## src/rtl/demux_strobe_seq_if.sv

```systemverilog
// Beat handshake bundle for the demux strobe sequencer.
// The master offers (data, dest) beats; the slave answers with ready.
interface demux_strobe_seq_if;
   logic       in_valid;
   logic       in_ready;
   logic       in_data;
   logic [3:0] in_dest;
   logic       scan_en;

   modport master (
      output in_valid,
      output in_data,
      output in_dest,
      output scan_en,
      input  in_ready
   );

   modport slave (
      input  in_valid,
      input  in_data,
      input  in_dest,
      input  scan_en,
      output in_ready
   );
endinterface

```

## src/rtl/demux_strobe_seq.sv

```systemverilog
// Sequencer for a 1x16 demux: select settles one cycle before strobe,
// with a shadow of each channel's last written value and a scan pointer.
module demux_strobe_seq #(
   parameter int HOLD_CYCLES = 2
) (
   input  logic                 clk,
   input  logic                 rst_n,
   demux_strobe_seq_if.slave    bus,
   output logic [3:0]           s,
   output logic                 i,
   output logic [15:0]          ch_state,
   output logic                 wrap
);

   typedef enum logic [1:0] {
      IDLE,
      SETUP,
      DRIVE
   } state_t;

   localparam logic [3:0] HOLD_LAST = 4'(HOLD_CYCLES - 1);

   state_t      state_q, state_d;
   logic [3:0]  hold_q, hold_d;
   logic [3:0]  s_q, s_d;
   logic [3:0]  ptr_q, ptr_d;
   logic        data_q, data_d;
   logic        i_q, i_d;
   logic        wrap_q, wrap_d;
   logic [15:0] ch_q, ch_d;
   logic        accept;
   logic [3:0]  pick;

   assign bus.in_ready = (state_q == IDLE) && rst_n;
   assign accept       = bus.in_valid && bus.in_ready;
   assign pick         = bus.scan_en ? ptr_q : bus.in_dest;

   assign s        = s_q;
   assign i        = i_q;
   assign ch_state = ch_q;
   assign wrap     = wrap_q;

   always_ff @(posedge clk) begin
      if (!rst_n) begin
         state_q <= IDLE;
         hold_q  <= '0;
         s_q     <= '0;
         ptr_q   <= '0;
         data_q  <= 1'b0;
         i_q     <= 1'b0;
         wrap_q  <= 1'b0;
         ch_q    <= '0;
      end else begin
         state_q <= state_d;
         hold_q  <= hold_d;
         s_q     <= s_d;
         ptr_q   <= ptr_d;
         data_q  <= data_d;
         i_q     <= i_d;
         wrap_q  <= wrap_d;
         ch_q    <= ch_d;
      end
   end

   // s only moves on entry to SETUP, and i only moves on DRIVE entry/exit,
   // so the two never change on the same edge.
   always_comb begin
      state_d = state_q;
      hold_d  = hold_q;
      s_d     = s_q;
      ptr_d   = ptr_q;
      data_d  = data_q;
      i_d     = i_q;
      wrap_d  = 1'b0;
      ch_d    = ch_q;
      unique case (state_q)
         IDLE: begin
            i_d = 1'b0;
            if (accept) begin
               data_d  = bus.in_data;
               s_d     = pick;
               state_d = SETUP;
               if (bus.scan_en) begin
                  ptr_d  = ptr_q + 4'd1;
                  wrap_d = (ptr_q == 4'd15);
               end
            end
         end
         SETUP: begin
            i_d     = data_q;
            hold_d  = HOLD_LAST;
            state_d = DRIVE;
         end
         DRIVE: begin
            if (hold_q == 4'd0) begin
               i_d       = 1'b0;
               ch_d[s_q] = data_q;
               state_d   = IDLE;
            end else begin
               hold_d = hold_q - 4'd1;
            end
         end
         default: begin
            i_d     = 1'b0;
            state_d = IDLE;
         end
      endcase
   end

endmodule

```

## src/flat_wrapper.sv

```systemverilog
// flat-port wrapper written by rule: the top's interface ports become plain ports
module demux_strobe_seq_flat 
#(
   parameter int HOLD_CYCLES = 2
)
  (clk, rst_n, s, i, ch_state, wrap, bus_in_valid, bus_in_data, bus_in_dest, bus_scan_en, bus_in_ready);
  demux_strobe_seq_if bus_i ();
  input  logic clk;
  input  logic rst_n;
  output logic [3:0] s;
  output logic i;
  output logic [15:0] ch_state;
  output logic wrap;
  input wire logic [$bits(bus_i.in_valid)-1:0] bus_in_valid;
  input wire logic [$bits(bus_i.in_data)-1:0] bus_in_data;
  input wire logic [$bits(bus_i.in_dest)-1:0] bus_in_dest;
  input wire logic [$bits(bus_i.scan_en)-1:0] bus_scan_en;
  output wire logic [$bits(bus_i.in_ready)-1:0] bus_in_ready;
  assign bus_i.in_valid = bus_in_valid;
  assign bus_i.in_data = bus_in_data;
  assign bus_i.in_dest = bus_in_dest;
  assign bus_i.scan_en = bus_scan_en;
  assign bus_in_ready = bus_i.in_ready;
  demux_strobe_seq #(.HOLD_CYCLES(HOLD_CYCLES)) u_core (.clk(clk), .rst_n(rst_n), .bus(bus_i), .s(s), .i(i), .ch_state(ch_state), .wrap(wrap));
endmodule
```

## config.mk

```make
export PLATFORM = sky130hd
export DESIGN_NAME = demux_strobe_seq_flat
export DESIGN_NICKNAME = d
export VERILOG_FILES = /design/src/rtl/demux_strobe_seq_if.sv /design/src/rtl/demux_strobe_seq.sv /design/src/flat_wrapper.sv
export SDC_FILE = /design/constraint.sdc
export NUM_CORES = 1
export LEC_CHECK = 0
export CAP_MARGIN = 40
export CORE_ASPECT_RATIO = 1.4
export CORE_UTILIZATION = 45
export DETAILED_ROUTE_END_ITERATION = 10
export GPL_TIMING_DRIVEN = 0
export HOLD_SLACK_MARGIN = 0.06
export PLACE_DENSITY = 0.73
export SLEW_MARGIN = 10
export SYNTH_ARGS = -nofsm -noshare
export SYNTH_HDL_FRONTEND = slang
export SYNTH_SLANG_ARGS = --single-unit
```

## constraint.sdc

```tcl
create_clock -name clk -period 2 [get_ports clk]
set_input_delay 0.5 -clock clk [delete_from_list [all_inputs] [get_ports clk]]
set_output_delay 0.5 -clock clk [all_outputs]
set_load 0.02 [all_outputs]
```

==> results of run 1 <==
worst min-delay path: stages, from the launching register on:
cell     delay (ns)
dfxtp_1        0.31
nand2_1        0.05
mux2i_1        0.05
state kept, by name, summed over array words and instances (netlist names):
name             cells
u_core.ch_state     16
u_core.hold_q        4
u_core.s             4
u_core.data_q        1
u_core.wrap          1
u_core.ptr_q         4
u_core.i             1
u_core.state_q       2
Yosys cell counts:
cell type	count	area, um2
nand3b_1	3	22.5
clkbuf_1	4	15.0
o211a_1	5	50.1
and3_1	3	18.8
nor3_1	2	10.0
nor4bb_1	2	20.0
mux2i_1	25	250
buf_2	2	10.0
nand2b_1	2	12.5
dfxtp_1	33	661
nor2b_1	3	18.8
and2_1	2	12.5
and4bb_2	1	12.5
buf_4	3	22.5
ha_1	2	25.0
a21boi_1	3	22.5
o211ai_1	1	7.51
nand3_1	23	115
nor3b_1	5	37.5
o21ai_1	2	10.0
a31o_1	1	8.76
and3b_1	3	26.3
inv_1	2	7.51
nor2_1	2	7.51
or3b_1	1	8.76
buf_6	2	22.5
or3_1	1	6.26
nand2_1	26	97.6
layer usage:
layer | vias up | global-route usage (%) | share of wire, %
li1 | 647 | - | -
met1 | 612 | 22.7 | 43
met2 | 26 | 36.4 | 50
met3 | 6 | 7.10 | 4.6
met4 | 0 | 8.11 | 1.8
met5 | - | 0 | 0
kinds of logic after synthesis:
kind of cell,synth area share (%)
multiplexers,16.3
AO/OA/AOI/OAI,6.42
AND/OR/NAND/NOR,27.7
flip-flops,42.9
adder cells (fa/ha/maj),1.63
buffers and inverters,5.04
power breakdown:
part	leakage (nW)	internal (mW)	switching, mW	total [mW]
Clock	0.0395	0.247	0.228	0.475
Sequential	0.267	0.672	0.0211	0.693
Combinational	0.598	0.0677	0.0739	0.142
final timing paths:
check / end / cells after the start / startpoint
max: s[3] / 1 / u_core.s[3]
min: u_core.ch_state[1] / 2 / u_core.ch_state[1]
max reg2reg: u_core.ch_state[9] / 7 / u_core.hold_q[0]
min reg2reg: u_core.ch_state[1] / 2 / u_core.ch_state[1]
timing repair:
action                     CTS  global route
hold buffers                 0             0
resized for setup            2             1
pin swaps                    0             0
hold endpoints to repair     0             0
setup endpoints to repair    1             1
stage by stage:
| step | cell area [um2] | worst slack (ns) | power [mW] | std cells | hold slack (ns) |
|---|---|---|---|---|---|
| 2_1_floorplan | 1540 | 0.0305 | 0.797 | 164 | 0.450 |
| 3_3_place_gp | 1880 | -0.445 | 0.845 | 232 | 0.451 |
| 3_5_place_dp | 1880 | -0.437 | 0.849 | 232 | 0.454 |
| 4_1_cts | 1960 | 0.0504 | 1.32 | 239 | 0.467 |
| 5_1_grt | 1960 | 0.00115 | 1.37 | 239 | 0.485 |
| 6_report | 1960 | 0.0490 | 1.31 | 239 | 0.463 |
cell type report:
class                           instances  area (um2)  share of cell area (%)
Tap cell                               39        48.8                    2.49
Timing Repair Buffer                   29         292                    14.9
Inverter                                2        7.51                   0.383
Clock buffer                            8        80.1                    4.09
Multi-Input combinational cell        118         801                    40.9
Buffer                                 10        68.8                    3.51
Sequential cell                        33         661                    33.7
==> impl_metrics.toml, run 1 <==
[yosys]
yosysWarnings = 0
ys_seq_area_share_pct = 42.9
synthCells = 164
syn_nets = 175
ys_ff_latch = 33
synth_area_mm2 = 0.00154
ys_types = 28
syn_area_per_cell_um2 = 9.38

[setup_path]
cp_slowest_cell = "clkdlybuf4s50_1"
max_stage_delay_ns = 0.67
critPathKind = "reg2out"
rrSetupSlack_ns = 0.33
worstPathRequired_ns = 1.50
crit_buf_inv = 1
critPathTopFamily = "buffers and inverters"
path_cells = "clkdlybuf4s50_1"
start_kind = "register"
critPathMaxFanout = 10
endpoint_kind = "output port"
crit_arrival_ns = 1.45

[cts]
cts.sinks = 33
cts_tree = "built"
cts_root_buf = "clkbuf_8"
post_cts_buffers = 0
cts_buffer_depth = 2
numCtsBuffers = 5
clkLatencyLatePin_ns = 0.28
clkTransAtPathRegs_ns = 0.07
cts.htree.levels = 2

[timing]
final.setup.tns_ns = 0
setup_viol = 0
max_freq_mhz = 513
finalCritPeriodShare_pct = 97.6
worst_pin_slew_ns = 0.532
skew_ns = 0.00502
slew_viol_final = 0
slew_headroom_pct = 64.4
finalHoldViolCount = 0
rsz0062_at_grt = "no"
period_needed_ns = 1.95

[detailed_routing]
drc_errors = 0
via_per_inst = 5.40
vias = 1291
dr.pass1.iters = 4
drtIter0Drc = 20
drt_wl_total_um = 3420
ant_nets = 0
wire_per_inst_um = 14.3

[power]
ir_worst_vdd_mv = 0.638
cellLeakagePower_nw = 0.905
power_density_mw_per_mm2 = 669

[floorplan]
die_w_um = 51.4
core_mm2 = 0.00318
rows = 24
die_height_um = 71.2
pin_count = 32
start_util_pct = 48.3
dieArea_mm2 = 0.00366

[layout]
fillers = 308
layout_common_cells = "33 x dfxtp_1, 27 x clkdlybuf4s50_1, 26 x nand2_1"
drive_above_1_share_pct = 6.50
syn2layout_area_growth_pct = 27.2
final_common_cell = "dfxtp_1"
n_antenna_cell = 0
fin_util_pct = 61.5
final_nets = 210

[job]
max-cap-violations = 0

[worst_hold_path]
min_path_type = "reg2reg"

[placement]
port_buffers = 29
routabilityCongestion = 0.757
dp_hpwl_um = 2470

[global_routing]
grt_max_degree = 18
track_usage_pct = 20.9
grt_antenna_before_repair = 0
grt_pass1_wl_um = 5710
grt_pass1_vias = 1283
grt-ovfl-total = 0

[status]
status = "complete, no violations"
No activity file was read; power rests on OpenSTA's default activity.
==> run 2: changes to the inputs <==
- CTS_CLUSTER_SIZE: unset -> 12
- SLEW_MARGIN: 10 -> 20
==> results of run 2 <==
Same layout as run 1: the final DEF is identical, and so are final timing and power.
==> run 3: changes to the inputs <==
==> constraint.sdc (replaced) <==
create_clock -name clk -period 2 [get_ports clk]
set_input_delay 0.4 -clock clk [delete_from_list [all_inputs] [get_ports clk]]
set_output_delay 0.4 -clock clk [all_outputs]
set_load 0.02 [all_outputs]
==> run 3 against run 2 <==
Flip-flop and latch count did not move. Final cell count stayed put. First-iteration DRC count fell by 15%. Clock-buffer cell count unchanged. Via count unchanged. Sequential power is essentially flat. Worst hold slack unchanged. Design area about the same. Combinational power barely moved. Wire length is the same. Global-route usage unchanged. Critical endpoint is now s[2]. Largest power group unchanged.
==> impl_metrics.toml, run 3 (synthesis results as in run 1) <==
[layout]
final_common_cell = "dfxtp_1"
final_nets = 210
n_antenna_cell = 0
fin_cells = 239
largest_reg_flops = 16
design_area_mm2 = 0.00196
drive_above_1_share_pct = 6.50
syn2layout_area_growth_pct = 27.2
layout_common_cells = "33 x dfxtp_1, 28 x clkdlybuf4s50_1, 26 x nand2_1"
fillers = 307

[detailed_routing]
via_per_inst = 5.40
drc_errors = 0
ant_nets = 0
drtIter0Drc = 17
vias = 1291
drt_wl_total_um = 3420
dr.pass1.iters = 4
wire_per_inst_um = 14.3

[setup_path]
start_kind = "register"
crit_buf_inv = 1
r2r_cells = 7
timing.rr.start = "u_core.hold_q[0]"
rr_endpoint = "u_core.ch_state[9]"
critPathTopFamily = "buffers and inverters"
path_depth = 1
worstPathRequired_ns = 1.60
path_cells = "clkdlybuf4s50_1"
crit_arrival_ns = 1.46
rrSetupSlack_ns = 0.33
critPathKind = "reg2out"
max_stage_delay_ns = 0.68
cp_slowest_cell = "clkdlybuf4s50_1"
endpoint_kind = "output port"
cp-endpoint = "s[2]"
crit_path_start = "u_core.s[2]"
critPathMaxFanout = 10

[power]
power_density_mw_per_mm2 = 669
cellLeakagePower_nw = 0.897
ir_worst_vdd_mv = 0.638

[global_routing]
track_usage_pct = 20.9
grt_pass1_wl_um = 5710
grt_pass1_vias = 1283
grt-ovfl-total = 0
grt_antenna_before_repair = 0
grt_max_degree = 18

[timing]
final.setup.tns_ns = 0
setup_viol = 0
slew_headroom_pct = 64.4
slew_viol_final = 0
max_freq_mhz = 538
finalCritPeriodShare_pct = 93.0
worst_pin_slew_ns = 0.532
period_needed_ns = 1.86
rsz0062_at_grt = "no"
skew_ns = 0.00502
setup_ws_ns = 0.140
finalHoldViolCount = 0

[floorplan]
start_util_pct = 48.3
core_mm2 = 0.00318
die_w_um = 51.4
dieArea_mm2 = 0.00366
pin_count = 32
die_height_um = 71.2
rows = 24

[cts]
cts.htree.levels = 2
cts_root_buf = "clkbuf_8"
hold_buffers = 0
clkLatencyLatePin_ns = 0.28
cts_buffer_depth = 2
post_cts_buffers = 0
numCtsBuffers = 5
clkTransAtPathRegs_ns = 0.06
cts.sinks = 33
cts_tree = "built"

[status]
status = "complete, no violations"

[placement]
dp.cells = 232
place_area_mm2 = 0.00188
routabilityCongestion = 0.757
pre_cts_slack_ns = -0.237
port_buffers = 29
dp_hpwl_um = 2470

[worst_hold_path]
hold_path_depth = 2
min_path_type = "reg2reg"

[job]
max-cap-violations = 0
## run 3: changes by cell type in the layout (fill, tap and decap cells not counted)
cell and change:
buf_2 +1, buf_4 -1, dlygate4sd2_1 -1, clkdlybuf4s50_1 +1
## run 3: repair_timing
action                                 4_1_cts  5_1_grt
endpoints found under the hold margin        0        0
setup endpoints to repair                    1        1
pin swaps                                    0        0
gates resized for setup                      0        1
## run 3: through the flow
step,utilization [%],hold slack [ns],total power [mW]
2_1_floorplan,-,0.450,0.797
3_3_place_gp,59.0,0.451,0.845
3_5_place_dp,59.0,0.454,0.849
4_1_cts,61.4,0.467,1.32
5_1_grt,61.5,0.485,1.37
6_report,61.5,0.463,1.31
## run 3: worst min path at each step
| stage | startpoint | to | slack (ns) |
|---|---|---|---|
| after floorplan | u_core.ptr_q[3] | u_core.ptr_q[3] | 0.45 |
| after global placement | u_core.ch_state[2] | u_core.ch_state[2] | 0.45 |
| after detailed placement | u_core.ch_state[1] | u_core.ch_state[1] | 0.45 |
| after CTS | u_core.ch_state[1] | u_core.ch_state[1] | 0.47 |
| after global routing | u_core.ch_state[10] | u_core.ch_state[10] | 0.48 |
| final | u_core.ch_state[1] | u_core.ch_state[1] | 0.46 |
## run 3: final cells by class
class / count / area, um2 / area share (%)
inverter: 2 / 7.51 / 0.384
multi-input combinational: 118 / 801 / 40.9
timing repair buffer: 29 / 293 / 15.0
clock buffer: 8 / 80.1 / 4.09
tap: 39 / 48.8 / 2.49
buffer: 10 / 66.3 / 3.39
sequential: 33 / 661 / 33.8
## run 3: per-layer routing
layer	GRT usage, %	up-vias	share of wire, %
li1	-	647	-
met1	22.7	612	43
met2	36.4	26	50
met3	7.10	6	4.4
met4	8.11	0	1.8
met5	0	-	0
## run 3: power by group
part           switching (mW)  total [mW]  internal (mW)
sequential             0.0212       0.693          0.672
combinational          0.0740       0.142         0.0682
clock                   0.228       0.475          0.247
